File: src/rtl/mult_isoschedule_ctrl.sv
// Sequencing controller for the iso-schedule multiplication datapath.
// Accepts a job, pulses the operand load, walks the lane index with the
// product-register write enable, then holds a result-valid until it is taken.
module mult_isoschedule_ctrl #(
  parameter int unsigned DIM_A = 8,
  parameter int unsigned IDX_W = $clog2(DIM_A),
  parameter int unsigned CNT_W = 8
) (
  input  logic             clk,
  input  logic             rst_n,
  input  logic             start_valid,
  output logic             start_ready,
  input  logic [IDX_W:0]   start_len,
  input  logic             abort,
  output logic             load_en,
  output logic [IDX_W-1:0] mul_idx,
  output logic             wr_en,
  output logic             busy,
  output logic             out_valid,
  input  logic             out_ready,
  output logic [CNT_W-1:0] job_cnt
);

  localparam int unsigned LenW = IDX_W + 1;
  localparam logic [LenW-1:0] DimLen = LenW'(DIM_A);

  typedef enum logic [1:0] {StIdle, StLoad, StRun, StDone} state_e;

  state_e           state_q, state_d;
  logic [IDX_W-1:0] idx_q, idx_d;
  logic [LenW-1:0]  eff_len_q, eff_len_d;
  logic [CNT_W-1:0] job_cnt_q, job_cnt_d;

  logic [LenW-1:0]  req_len;
  logic [LenW-1:0]  last_idx;

  // Normalise the requested length: 0 and anything past DIM_A mean all lanes.
  always_comb begin
    req_len = start_len;
    if (start_len == '0 || start_len > DimLen) begin
      req_len = DimLen;
    end
    last_idx = eff_len_q - LenW'(1);
  end

  // Next-state, index, length and counter update.
  always_comb begin
    state_d   = state_q;
    idx_d     = idx_q;
    eff_len_d = eff_len_q;
    job_cnt_d = job_cnt_q;
    unique case (state_q)
      StIdle: begin
        // abort wins over a simultaneous request
        if (start_valid && !abort) begin
          eff_len_d = req_len;
          state_d   = StLoad;
        end
      end
      StLoad: begin
        idx_d   = '0;
        state_d = abort ? StIdle : StRun;
      end
      StRun: begin
        if (abort) begin
          idx_d   = '0;
          state_d = StIdle;
        end else if ({1'b0, idx_q} == last_idx) begin
          idx_d   = '0;
          state_d = StDone;
        end else begin
          idx_d = idx_q + IDX_W'(1);
        end
      end
      StDone: begin
        // abort is deliberately ignored once all lanes are written
        if (out_ready) begin
          job_cnt_d = job_cnt_q + CNT_W'(1);
          state_d   = StIdle;
        end
      end
      default: state_d = StIdle;
    endcase
  end

  // Outputs decoded from registered state; abort gates the enables combinationally.
  always_comb begin
    start_ready = (state_q == StIdle);
    load_en     = (state_q == StLoad) && !abort;
    wr_en       = (state_q == StRun) && !abort;
    mul_idx     = (state_q == StRun) ? idx_q : '0;
    busy        = (state_q != StIdle);
    out_valid   = (state_q == StDone);
    job_cnt     = job_cnt_q;
  end

  // State registers with asynchronous active-low reset.
  always_ff @(posedge clk or negedge rst_n) begin
    if (!rst_n) begin
      state_q   <= StIdle;
      idx_q     <= '0;
      eff_len_q <= '0;
      job_cnt_q <= '0;
    end else begin
      state_q   <= state_d;
      idx_q     <= idx_d;
      eff_len_q <= eff_len_d;
      job_cnt_q <= job_cnt_d;
    end
  end

endmodule

File: config.mk
export PLATFORM = sky130hd
export DESIGN_NAME = mult_isoschedule_ctrl
export DESIGN_NICKNAME = d
export VERILOG_FILES = /design/src/rtl/mult_isoschedule_ctrl.sv
export SDC_FILE = /design/constraint.sdc
export NUM_CORES = 1
export LEC_CHECK = 0
export ABC_AREA = 1
export BUFFER_PORTS_ARGS = -buffer_cell sky130_fd_sc_hd__buf_2
export CAP_MARGIN = 20
export CELL_PAD_IN_SITES_DETAIL_PLACEMENT = 0
export CELL_PAD_IN_SITES_GLOBAL_PLACEMENT = 1
export CORE_MARGIN = 4
export CORE_UTILIZATION = 40
export CTS_CLUSTER_DIAMETER = 100
export CTS_CLUSTER_SIZE = 40
export DETAILED_ROUTE_END_ITERATION = 10
export PLACE_DENSITY = 0.84
export RECOVER_POWER = 25
export SLEW_MARGIN = 20
export SYNTH_ARGS = -nofsm -noshare
export SYNTH_HDL_FRONTEND = slang
export SYNTH_SLANG_ARGS = --single-unit
File: constraint.sdc
create_clock -name clk -period 2.75 [get_ports clk]
set_input_delay 0.55 -clock clk [delete_from_list [all_inputs] [get_ports clk]]
set_output_delay 0.55 -clock clk [all_outputs]
set_load 0.005 [all_outputs]
### Yosys cells after proc, flatten, opt, wreduce, memory -nomap -nowiden

Index checks and enable logic that the tools add are counted.

| word-level totals | value |
|---|---|
| flip-flop bits (word level) | 17 |
| logic and storage cells | 38 |
| output and inout bits | 16 |
| input bits | 9 |

| operators by class | value |
|---|---|
| mux-type cells | 11 |
| equality and inequality tests | 7 |
| add/sub/neg operators | 3 |
| reductions and logical operators | 12 |
| magnitude comparators | 1 |

Operator list:

| cell | count |
|---|---|
| $mux 2 | 5 |
| $mux 3 | 3 |
| $add 8x1->8 const B | 1 |
| $pmux 2 s4 | 1 |
| $pmux 3 s2 | 1 |
| $eq 2x2->1 const B | 2 |
| $eq 3x4->1 | 1 |
| $gt 4x4->1 const B | 1 |
| $logic_not 4->1 | 1 |
| $mux 4 | 1 |
| $ne 2x1->1 const B | 2 |
| $reduce_and 2->1 | 2 |
| $reduce_bool 2->1 | 2 |
| $sub 4x1->4 const B | 1 |
| $add 3x1->3 const B | 1 |
| $logic_and 1x1->1 | 3 |
| $ne 3x3->1 const B | 1 |
| $reduce_and 3->1 | 1 |
| $eq 2x1->1 const B | 1 |
| $logic_not 2->1 | 1 |
| $logic_not 1->1 | 1 |
| $logic_or 1x1->1 | 1 |

### Depth between registers and ports, before layout

Gate-level depths: netlist of the first run.

| depth | value |
|---|---|
| word-level depth | 5 |
| gate-level depth with buffers | 12 |
| mapped depth without buffers | 12 |

### Worst setup path after synthesis of the first run

Ideal clock, no wire load.

| timing | value |
|---|---|
| path type | register to output |
| from | register state_q[0] |
| to | output port wr_en |
| arrival | 0.895 ns |
| cell stages (with the launch flop) | 5 |
| buffers on the path | 0 |
| setup slack | 1.305 ns |
| cell sequence | dfrtp_1 inv_1 ha_1 inv_1 nor2_1 |

| between the ends | value |
|---|---|
| cells in the longest elaborated chain, start to end | 2 |

RTL lines:

| what | line | text |
|---|---|---|
| from (decl) | 29 | `state_e state_q, state_d;` |
| from (signal assigned) | 100 | `state_q <= StIdle;` |
| from (signal assigned) | 105 | `state_q <= state_d;` |
| $eq 2x2->1 | 90 | `wr_en = (state_q == StRun) && !abort;` |
| $logic_and 1x1->1 | 90 |  |
| to (decl) | 17 | `output logic wr_en,` |

No other way between the ends.

### Worst setup path after layout of the first run

Same ends and word-level chain as after synthesis.

==> impl_metrics.json, run 1 <==
{
  "outcome": "finished clean",
  "worstSetupPathType": "flop to output pin",
  "layout_nets": 178,
  "critical_path.n_buffers_inverters": 3,
  "synthSimpleGateAreaFrac_pct": 29.5,
  "drt-wirelength-per-cell_um": 10.7,
  "cts_max_level": 1,
  "tightest_slew_margin_relative_to_the_limit_pct": 38.5,
  "timing.critical_path.mode_cell": "inv_1",
  "syn-num-nets": 149,
  "timing.critical_path.arrival_ns": 1.42,
  "timing.final.hold_violations": 0,
  "final_max_slew_viol_count": 0,
  "core_region_area_um2": 2480,
  "post-cts-setup-buffers": 0,
  "rsz0062_at_grt": "false",
  "tritoncts": "yes",
  "first_pass_grt_wire_length_mm": 3.53,
  "ctsResizeCount": 0,
  "grt_max_degree": 18,
  "maxCapViolCount": 0,
  "synth.mux.area_fraction_pct": 0,
  "clk_path_buf_depth": 2,
  "timing.setup.tns_ns": 0,
  "postSynthRegisterBits": 17,
  "r2r-end": "eff_len_q[3]",
  "cts_root_buf": "clkbuf_4",
  "crit_path_top_delay_cell": "dfrtp_1",
  "vdd_ir_drop_max_mv": 0.433,
  "worst_setup_path_startpoint": "state_q[0]",
  "timing.critical_path.from_type": "flop",
  "synthesis.area_um2": 1040,
  "place.port_buffers": 24,
  "dieHeight_um": 59.0,
  "leakage_nw": 0.683,
  "layout-drive-gt1-share_pct": 21.7,
  "die_x_um": 59.0,
  "die_area_um2": 3480,
  "reg2reg_depth": 6,
  "dp_hpwl_mm": 1.64,
  "via_count": 885,
  "tightestPinTransition_ns": 0.923,
  "cp_max_fanout": 4,
  "final_cells": 191,
  "cp_cell_sequence": "inv_1, ha_1, inv_1, nor2_1, buf_2",
  "synth-compound-area-share_pct": 5.30,
  "detail_route.drc_violations": 0,
  "final_antenna_net_count": 0,
  "timing.critical_path.required_ns": 2.20,
  "final_period_minus_worst_setup_slack_ns": 1.97,
  "worst-r2r-setup-slack_ns": 1.26,
  "layout_commonest_cell": "nand2_1",
  "power.density_nw_per_um2": 821,
  "placed_cells_incl_taps": 187,
  "achievable-frequency_mhz": 507,
  "first_iteration_detailed_routing_drc_count": 11,
  "grt_ovf": 0,
  "clock_pin_transition_on_the_worst_setup_and_hold_timing_paths_ns": 0.10,
  "cts.sinks": 17,
  "grt_pass1_vias": 830,
  "boundaryPins": 25,
  "grtUsageTotal_pct": 13.6,
  "n_antenna_cell": 0,
  "max_stage_delay_ns": 0.43,
  "cts-buffers-inserted": 3,
  "gpl.final_weighted_congestion": 0.791,
  "syn_avg_cell_area_um2": 7.81,
  "grt_antenna_before_repair": 0,
  "min_period_over_period_pct": 71.7,
  "finalClockSkew_ns": 0.00110,
  "row_count": 18,
  "drt-pass1-iter-count": 4,
  "via_per_inst": 4.63,
  "highest_count_cells_in_the_layout_ignoring_fill_and_taps": "33 x nand2_1, 26 x inv_1, 23 x buf_2",
  "clock_latency_of_the_later_clocked_register_in_the_worst_skew_pair_ns": 0.29,
  "final_core_util_pct": 49.3,
  "seq_area_frac_synth_pct": 41.0,
  "synth_cells": 133,
  "route.final.wire_length_mm": 2.04,
  "dominant_combinational_cell_family_by_area_after_synthesis": "simple AND/OR/NAND/NOR gates",
  "synth_cell_type_count": 17,
  "setup_viol": 0,
  "area.growth.synth_to_final_pct": 17.7,
  "crit_family": "flip-flops",
  "reg2reg_from": "state_q[1]",
  "synth_adder_area_share_pct": 8.43,
  "cts-hold-fix-buffers": 0,
  "post_synth_xor_area_fraction_pct": 5.90,
  "synthesis_warnings": 0,
  "min_path_type": "input port to asynchronous set/reset pin",
  "floorplan.initialDensity_pct": 41.9,
  "fillerInstances": 254,
  "worstSetupEndpointType": "output pin"
}
how the worst max path moves through the flow:
stage	end	slack (ns)	depth (start not counted)
floorplan	wr_en	1.30	4
global placement	wr_en	1.15	5
detailed placement	wr_en	1.10	5
CTS	wr_en	0.77	5
global route	wr_en	0.65	5
finish	wr_en	0.78	5
routing by layer:
layer / vias to the layer above / wire length, um / global-route usage [%]
met5: - / 0 / 0
met4: 0 / 25 / 7.12
met3: 4 / 92 / 3.07
met2: 16 / 964 / 21.5
met1: 400 / 962 / 17.2
li1: 465 / - / -
synth_stat cells (all sizes together):
cell type,count,area share [%]
dfrtp,17,41
clkinv,1,0.48
nand3,9,4.3
nand4,1,0.60
nor3,4,3.0
nor3b,1,1.2
xor2,5,4.2
inv,26,9.4
xnor2,2,1.7
a21oi,2,0.96
nand2,37,14
ha,7,8.4
nor4,1,2.0
nor2,11,4.0
o21ai,9,4.3
report_power, final:
part           switching [mW]  leakage (nW)  total [mW]  internal [mW]
logic                   0.285         0.455       0.475          0.190
registers              0.0649         0.210       0.392          0.327
clock network          0.0823        0.0177       0.136         0.0541
total                   0.433         0.683        1.00          0.570
through the flow:
step | setup WS [ns] | power, mW | hold slack (ns) | cell area [um2]
after floorplan | 1.30 | 0.736 | 0.254 | 1040
after global placement | 1.15 | 0.865 | 0.498 | 1200
after detailed placement | 1.10 | 0.879 | 0.497 | 1200
after CTS | 0.765 | 1.02 | 0.171 | 1220
after global routing | 0.653 | 1.12 | 0.449 | 1220
final | 0.777 | 1.00 | 0.360 | 1220
cell families (layout without fill, tap and decap cells):
| logic type | Yosys count | count (layout) |
|---|---|---|
| AOI/OAI and AO/OA | 11 | 11 |
| adders and majority gates | 7 | 7 |
| and+or+nand+nor | 64 | 64 |
| DFF | 17 | 17 |
| xor gates and xnor gates | 7 | 7 |
| buffers and inverters | 27 | 55 |
flip-flops by register name, indices dropped and copies added (netlist names):
| name | flops |
|---|---|
| job_cnt | 8 |
| state_q | 2 |
| eff_len_q | 4 |
| idx_q | 3 |
area by class of cell:
type / count / area (um2) / area share [%]
multi-input combinational: 89 / 510 / 41.8
timing repair buffer: 24 / 119 / 9.72
clock inverter: 1 / 5.00 / 0.409
clock buffer: 3 / 22.5 / 1.84
sequential: 17 / 425 / 34.8
tap: 30 / 37.5 / 3.07
inverter: 27 / 103 / 8.39
Note: power is estimated with default switching activity, not from simulation.
==> run 2: changes to the inputs <==
- CORE_UTILIZATION: 40 -> 34
- PLACE_DENSITY: 0.84 -> 0.76
- clock period: 2.75 -> 1.6 ns (I/O delays scaled with it)
==> impl_metrics.json, run 2 (synthesis results as in run 1) <==
{
  "vdd_ir_drop_max_mv": 0.646,
  "cts.sinks": 17,
  "tightestPinTransition_ns": 0.973,
  "final_period_minus_worst_setup_slack_ns": 1.57,
  "net-switching-power_uw": 789,
  "via_count": 899,
  "highest_count_cells_in_the_layout_ignoring_fill_and_taps": "33 x nand2_1, 23 x buf_2, 22 x inv_1",
  "largest_register_ff_count": 8,
  "final_core_util_pct": 46.0,
  "topRoutingLayerUsed": "met4",
  "grt_pass1_vias": 907,
  "grt_max_degree": 18,
  "timing.hold.worst_path_depth": 3,
  "p_total_mw": 1.82,
  "floorplan.initialDensity_pct": 36.7,
  "fillerInstances": 301,
  "min_period_over_period_pct": 98.2,
  "outcome": "finished clean",
  "tightest_slew_margin_relative_to_the_limit_pct": 35.1,
  "worstSetupEndpointType": "output pin",
  "first_pass_grt_wire_length_mm": 3.95,
  "finalInstanceArea_um2": 1300,
  "n_antenna_cell": 0,
  "tritoncts": "yes",
  "internal-power_mw": 1.04,
  "r2r-end": "job_cnt[6]",
  "setup_viol": 0,
  "dp_worst_setup_slack_ns": 0.0888,
  "cp_max_fanout": 4,
  "power_frac_comb_pct": 49.7,
  "leakage_nw": 0.702,
  "min_path_type": "input port to flop",
  "cts_max_level": 1,
  "dpl_cell_area_um2": 1200,
  "cts_root_buf": "clkbuf_4",
  "final_max_slew_viol_count": 0,
  "seq_power_share_pct": 37.6,
  "detail_route.drc_violations": 0,
  "clk_path_buf_depth": 2,
  "timing.critical_path.arrival_ns": 1.25,
  "layout_commonest_cell": "nand2_1",
  "detailroute.wirelength.met2_mm": 1.02,
  "die_area_um2": 4000,
  "switching_share_pct": 43.2,
  "drt-met1-wl_mm": 1.02,
  "maxCapViolCount": 0,
  "die_x_um": 63.3,
  "rsz0062_at_grt": "true",
  "timing.final.hold_violations": 0,
  "worst-r2r-setup-slack_ns": 0.09,
  "worstSetupPathType": "flop to output pin",
  "layout-drive-gt1-share_pct": 29.1,
  "clock_pin_transition_on_the_worst_setup_and_hold_timing_paths_ns": 0.10,
  "cts-buffers-inserted": 3,
  "via_per_inst": 4.59,
  "grtUsageTotal_pct": 12.1,
  "clk_pwr_share_pct": 12.7,
  "grt_antenna_before_repair": 0,
  "boundaryPins": 25,
  "clock_latency_of_the_later_clocked_register_in_the_worst_skew_pair_ns": 0.28,
  "row_count": 19,
  "drt-wirelength-per-cell_um": 11.0,
  "reg2reg_depth": 8,
  "dieHeight_um": 63.3,
  "area.growth.synth_to_final_pct": 25.2,
  "drt-pass1-iter-count": 4,
  "gpl.final_weighted_congestion": 0.784,
  "timing.critical_path.from_type": "flop",
  "grt_ovf": 0,
  "core_region_area_um2": 2830,
  "place.port_buffers": 24,
  "route.final.wire_length_mm": 2.16,
  "achievable-frequency_mhz": 637,
  "met3_length_um": 111,
  "layout_nets": 182,
  "final_antenna_net_count": 0,
  "hold-path-endpoint": "eff_len_q[2]",
  "timing.critical_path.required_ns": 1.28,
  "setup_ws_ns": 0.0289,
  "power.density_nw_per_um2": 1400,
  "finalClockSkew_ns": 0.000504,
  "hold_path_origin": "start_len[2]",
  "reg2reg_from": "state_q[0]",
  "dp_hpwl_mm": 1.69,
  "timing.setup.tns_ns": 0,
  "first_iteration_detailed_routing_drc_count": 22
}
[run 2: power by group through the flow]
stage               Sequential (mW)  Combinational [mW]  Clock [mW]
floorplan                     0.669               0.596           0
global placement              0.683               0.822           0
detailed placement            0.691               0.830           0
CTS                           0.677               0.875       0.244
global route                  0.706                1.06       0.263
finish                        0.686               0.906       0.233
[run 2: final cells by class]
cell class / instances / area [um2] / area share [%]
multi-input cells: 89 / 551 / 42.3
well taps: 31 / 38.8 / 2.98
flip-flops and latches: 17 / 427 / 32.8
repair buffers: 28 / 155 / 11.9
clock buffers: 4 / 26.3 / 2.02
inverters: 27 / 103 / 7.89
[run 2: what timing repair did]
action                                  in CTS  in global routing
buffers inserted                             2                  1
endpoints found under the setup margin       2                  9
pin swaps                                    1                  4
hold endpoints to repair                    17                  0
resized for setup                            4                 11
hold buffers                                 1                  0
[run 2: routing by layer]
layer,track usage [%],vias up
met5,0,-
met4,1.89,0
met3,4.26,2
met2,19.6,15
met1,15.7,407
li1,-,475
[run 2: how the worst max path moves through the flow]
stage | from | endpoint
floorplan | state_q[0] | state_q[0]
finish | state_q[1] | busy
detailed placement | state_q[0] | state_q[0]
CTS | state_q[0] | wr_en
global route | state_q[1] | load_en
global placement | state_q[0] | state_q[0]
[run 2: metrics by stage]
step	std cells	hold slack, ns
floorplan	133	0.0244
global placement	188	0.271
detailed placement	188	0.274
CTS	195	0.274
global route	196	0.289
finish	196	0.277
[run 2: worst max-delay path, stage by stage, from the launching register on]
cell and delay [ns]:
dfrtp_2 0.46, inv_2 0.10, ha_2 0.20, inv_2 0.07, buf_2 0.13
